===== src/rtl/fifo_wr_ingress.sv =====
// fifo_wr_ingress: write-domain front end of the asynchronous FIFO.
//
// The block sits directly in front of the write-pointer handler. It has four jobs:
//   - Accept a valid/ready stream and buffer it in a 2-entry in-order skid buffer.
//   - Issue wr_en/wr_data to the handler and RAM, held off while full is set.
//   - Bring the Gray read pointer into wr_clk through a 2-flop synchroniser.
//   - Register the write-side fill level and the almost-full flag.
//
// Ports:
//   wr_clk, rst     write clock; asynchronous active-high reset
//   s_valid/s_data  producer stream in
//   s_ready         high while the skid buffer has a free entry
//   g_rd_ptr        Gray read pointer from rd_clk (asynchronous)
//   g_rd_ptr_sync   synchronised Gray read pointer, to the handler
//   b_wr_ptr        binary write pointer from the handler
//   full            registered full flag from the handler
//   wr_en/wr_data   write request and RAM data (head of the skid buffer)
//   wr_level        registered occupancy, 0..2^ptr_width
//   almost_full     registered, wr_level >= af_thresh
module fifo_wr_ingress #(
    parameter int unsigned ptr_width  = 4,
    parameter int unsigned data_width = 8,
    parameter int unsigned af_thresh  = 12
) (
    input  logic                  wr_clk,
    input  logic                  rst,
    input  logic                  s_valid,
    input  logic [data_width-1:0] s_data,
    output logic                  s_ready,
    input  logic [ptr_width:0]    g_rd_ptr,
    output logic [ptr_width:0]    g_rd_ptr_sync,
    input  logic [ptr_width:0]    b_wr_ptr,
    input  logic                  full,
    output logic                  wr_en,
    output logic [data_width-1:0] wr_data,
    output logic [ptr_width:0]    wr_level,
    output logic                  almost_full
);

    // ------------------------------------------------------------------
    // Read-pointer synchroniser: two plain flops, nothing in between.
    // ------------------------------------------------------------------
    logic [ptr_width:0] sync1_q;
    logic [ptr_width:0] sync2_q;

    always_ff @(posedge wr_clk or posedge rst) begin
        if (rst) begin
            sync1_q <= '0;
            sync2_q <= '0;
        end else begin
            sync1_q <= g_rd_ptr;
            sync2_q <= sync1_q;
        end
    end

    assign g_rd_ptr_sync = sync2_q;

    // Gray to binary: each bit is the XOR of all Gray bits at or above it.
    logic [ptr_width:0] b_rd_sync;

    always_comb begin
        b_rd_sync            = '0;
        b_rd_sync[ptr_width] = sync2_q[ptr_width];
        for (int i = int'(ptr_width) - 1; i >= 0; i--) begin
            b_rd_sync[i] = b_rd_sync[i+1] ^ sync2_q[i];
        end
    end

    // ------------------------------------------------------------------
    // Fill level and almost-full. Modulo-2^(ptr_width+1) subtraction
    // absorbs pointer wrap.
    // ------------------------------------------------------------------
    logic [ptr_width:0] level_d;
    logic [ptr_width:0] level_q;
    logic               af_d;
    logic               af_q;

    assign level_d = b_wr_ptr - b_rd_sync;
    assign af_d    = 32'(level_d) >= af_thresh;

    always_ff @(posedge wr_clk or posedge rst) begin
        if (rst) begin
            level_q <= '0;
            af_q    <= 1'b0;
        end else begin
            level_q <= level_d;
            af_q    <= af_d;
        end
    end

    assign wr_level    = level_q;
    assign almost_full = af_q;

    // ------------------------------------------------------------------
    // Skid buffer: ent0 is always the head, ent1 the second entry.
    // ------------------------------------------------------------------
    logic [1:0]            count_q, count_d;
    logic [data_width-1:0] ent0_q, ent0_d;
    logic [data_width-1:0] ent1_q, ent1_d;
    logic                  push;
    logic                  pop;

    // Both handshakes depend only on registered state, so there is no
    // combinational path from s_valid to s_ready or from full to s_ready.
    assign s_ready = (count_q != 2'd2);
    assign wr_en   = (count_q != 2'd0) && !full;
    assign wr_data = ent0_q;
    assign push    = s_valid && s_ready;
    assign pop     = wr_en;

    always_comb begin
        count_d = count_q;
        ent0_d  = ent0_q;
        ent1_d  = ent1_q;
        unique case ({push, pop})
            2'b10: begin
                if (count_q == 2'd0) begin
                    ent0_d = s_data;
                end else begin
                    ent1_d = s_data;
                end
                count_d = count_q + 2'd1;
            end
            2'b01: begin
                ent0_d  = ent1_q;
                count_d = count_q - 2'd1;
            end
            2'b11: begin
                // Push implies count < 2, so the head is replaced by the
                // incoming word when only one entry is held.
                if (count_q == 2'd2) begin
                    ent0_d = ent1_q;
                    ent1_d = s_data;
                end else begin
                    ent0_d = s_data;
                end
            end
            default: begin
            end
        endcase
    end

    always_ff @(posedge wr_clk or posedge rst) begin
        if (rst) begin
            count_q <= 2'd0;
            ent0_q  <= '0;
            ent1_q  <= '0;
        end else begin
            count_q <= count_d;
            ent0_q  <= ent0_d;
            ent1_q  <= ent1_d;
        end
    end

endmodule

===== config.mk =====
export PLATFORM = sky130hd
export DESIGN_NAME = fifo_wr_ingress
export DESIGN_NICKNAME = d
export VERILOG_FILES = /design/src/rtl/fifo_wr_ingress.sv
export SDC_FILE = /design/constraint.sdc
export NUM_CORES = 1
export LEC_CHECK = 0
export ABC_AREA = 1
export CAP_MARGIN = 10
export CORE_AREA = 2 2 67 69
export DETAILED_ROUTE_END_ITERATION = 10
export DIE_AREA = 0 0 69 71
export PLACE_DENSITY_LB_ADDON = 0.08
export RECOVER_POWER = 50
export SYNTH_ARGS = -nofsm -noshare
export SYNTH_HDL_FRONTEND = slang
export SYNTH_SLANG_ARGS = --single-unit

===== constraint.sdc =====
create_clock -name wr_clk -period 3.3 [get_ports wr_clk]
set_input_delay 0.33 -clock wr_clk [delete_from_list [all_inputs] [get_ports wr_clk]]
set_output_delay 0.33 -clock wr_clk [all_outputs]
set_load 0.01 [all_outputs]

==> flow_metrics.env <==
export IMPL_globalplace_congestion=0.750
export IMPL_placedCellCount=269
export IMPL_powerDensity_nw_per_um2=719
export IMPL_rsz0062_at_grt="no"
export IMPL_routed_via_density=4.45
export IMPL_crit_buf_inv=3
export IMPL_violations="max-capacitance violations, max-slew violations"
export IMPL_drt_met1_wl_mm=1.40
export IMPL_antenna_left=0
export IMPL_grt_pass1_wl_mm=5.57
export IMPL_ir_drop_uv=323
export IMPL_insertion_delay_ns=0.28
export IMPL_cp_cell_sequence="inv_1 > nand2_1 > nand3_1 > nand2_1 > nand2_1 > nand3_1 > nand2_1 > inv_1 > ha_1 > inv_1 > fa_1 > nand3_1 > nand2_1 > or2_2 > nand2_1 > nand2_1"
export IMPL_setup_slack_ns=0.933
export IMPL_top_layer_used="met4"
export IMPL_max_freq_mhz=423
export IMPL_fp_row_count=24
export IMPL_fin_tns_setup_ns=0
export IMPL_mostFrequentLayoutCell="nand2_1"
export IMPL_clockRootBuffer="clkbuf_8"
export IMPL_skew_ns=0.00781
export IMPL_antenna_cells=0
export IMPL_layout_cells_most_common_list="nand2_1 (68), clkdlybuf4s50_1 (36), dfrtp_1 (34), inv_1 (22), nand3_1 (16)"
export IMPL_slew_headroom_pct=-17.5
export IMPL_final_hold_violation_count=0
export IMPL_cp_slowest_stage_delay_ns=0.43
export IMPL_yosysWarnings=0
export IMPL_path_clk_slew_ns=0.07
export IMPL_critPathTopFamily="simple AND/OR/NAND/NOR gates"
export IMPL_grt_ovfl_total=0
export IMPL_num_io_pins=43
export IMPL_dp_hpwl_mm=2.46
export IMPL_coreArea_um2=4200
export IMPL_grt_max_degree=35
export IMPL_ys_types=20
export IMPL_setup_violations=0
export IMPL_crit_fanout=5
export IMPL_cp_arrival_ns=2.54
export IMPL_met3_length_um=188
export IMPL_die_h_um=71
export IMPL_layout_drive_gt1_share_pct=7.56
export IMPL_status="finished, violations left"
export IMPL_power_leakage_nw=1.08
export IMPL_postCtsSetupBuffers=0
export IMPL_required_ns=3.48
export IMPL_vias=1233
export IMPL_dr_wl_met2_mm=1.58
export IMPL_grt_antenna_before_repair=0
export IMPL_ctsResizeCount=0
export IMPL_finalCritPeriodShare_pct=71.7
export IMPL_htreeDepth=2
export IMPL_slew_violations=35
export IMPL_initial_utilization_pct=38.1
export IMPL_cts_buffer_depth=2
export IMPL_place_ws_ns=0.943
export IMPL_grt_pass1_vias=1333
export IMPL_cts_sinks=34
export IMPL_crit_path_top_delay_cell="dfrtp_1"
export IMPL_crit_top_cell="nand2_1"
export IMPL_min_path_type="reg -> reg"
export IMPL_cts_buffers=5
export IMPL_routed_wl_mm=3.24
export IMPL_syn_inst=177
export IMPL_routedWlPerCell_um=11.7
export IMPL_synth_seq_cells=34
export IMPL_crit_type="reg -> reg"
export IMPL_endpoint_kind="register"
export IMPL_port_buffers=42
export IMPL_start_kind="register"
export IMPL_ys_seq_area_share_pct=53.1
export IMPL_ctsHoldBuffers=0
export IMPL_die_w_um=69
export IMPL_syn_nets=207
export IMPL_nets=254
export IMPL_dr_first_iter_drc_count=67
export IMPL_stdcell_count=277
export IMPL_syn_area_per_cell_um2=9.05
export IMPL_min_period_ns=2.37
export IMPL_drcViolationCount=0
export IMPL_synthToLayoutAreaGrowth_pct=34.6
export IMPL_firstDrtPassIters=4
export IMPL_dieArea_um2=4900
export IMPL_maxCapViolCount=1
export IMPL_track_usage_pct=14.5
export IMPL_tritoncts="done"
export IMPL_worst_pin_slew_ns=1.76
export IMPL_syn_area_um2=1600
==> layout make-up <==
class / instances / area (um2)
inverter: 24 / 92.6
sequential: 34 / 851
clock buffer: 6 / 82.6
fill: 405 / 2050
timing repair buffer: 43 / 424
multi-input combinational: 116 / 628
tap: 52 / 65.1
clock inverter: 2 / 12.5
==> stage by stage <==
| stage | util [%] | hold slack [ns] | total power [mW] | cell area, um2 |
|---|---|---|---|---|
| after detailed placement | 49.1 | 0.335 | 1.25 | 2060 |
| final | 51.3 | 0.341 | 1.55 | 2160 |
| after CTS | 51.4 | 0.343 | 1.58 | 2160 |
| after global routing | 51.3 | 0.353 | 1.67 | 2160 |
| after global placement | 49.1 | 0.335 | 1.23 | 2060 |
| after floorplan | - | 0.331 | 1.02 | 1600 |
==> synthesized netlist by cell type, drive strengths merged <==
library cell	instances	area, um2
dfrtp	34	851
a21oi	5	40.0
nand2	68	255
or2	1	6.26
o21ai	10	53.8
nor2	2	22.5
o21bai	1	18.8
inv	24	92.6
buf	3	30.0
xnor2	3	26.3
fa	1	20.0
nand3	16	80.1
xor2	2	17.5
ha	7	87.6
==> power breakdown <==
part	internal (mW)	switching [mW]	total, mW
Clock	0.167	0.147	0.315
Sequential	0.546	0.0854	0.631
Combinational	0.285	0.320	0.605
==> logic make-up after synthesis <==
kind of cell,count (synthesis),share of synthesized area (%)
AO/OA/AOI/OAI,16,7.03
XOR/XNOR,5,2.73
adder cells (fa/ha/maj),8,6.72
buffers and inverters,27,7.66
flip-flops,34,53.1
AND/OR/NAND/NOR,87,22.7
==> path summary, 6_finish.rpt <==
kind,start,depth (start not counted),endpoint,slack (ns)
max,g_rd_ptr_sync[4],16,almost_full,0.93
min,sync1_q[1],0,g_rd_ptr_sync[1],0.34
max reg2reg,g_rd_ptr_sync[4],16,almost_full,0.93
min reg2reg,sync1_q[1],0,g_rd_ptr_sync[1],0.34
max in group asynchronous,rst,3,count_q[1],1.17
min in group asynchronous,rst,3,g_rd_ptr_sync[1],1.11
==> routing by layer <==
metal / vias up / global-route usage [%]
met4: 0 / 5.88
met1: 550 / 15.4
li1: 641 / -
met5: - / 0
met3: 8 / 5.41
met2: 34 / 26.0
==> sequential cells by signal (all words and copies together) (netlist names) <==
name and flops:
almost_full 1, count_q 2, ent1_q 8, g_rd_ptr_sync 5, sync1_q 5, wr_data 8
wr_level 5
==> worst register-to-register path: stages (launching register included) <==
cell and delay (ns):
dfrtp_1 0.43, inv_1 0.07, nand2_1 0.08, nand3_1 0.13
nand2_1 0.15, nand2_1 0.09, nand3_1 0.07, nand2_1 0.05
inv_1 0.05, ha_1 0.13, inv_1 0.05, fa_1 0.40
nand3_1 0.09, nand2_1 0.07, or2_2 0.27, nand2_1 0.08
nand2_1 0.06
Power figures use the tool's default switching activity.
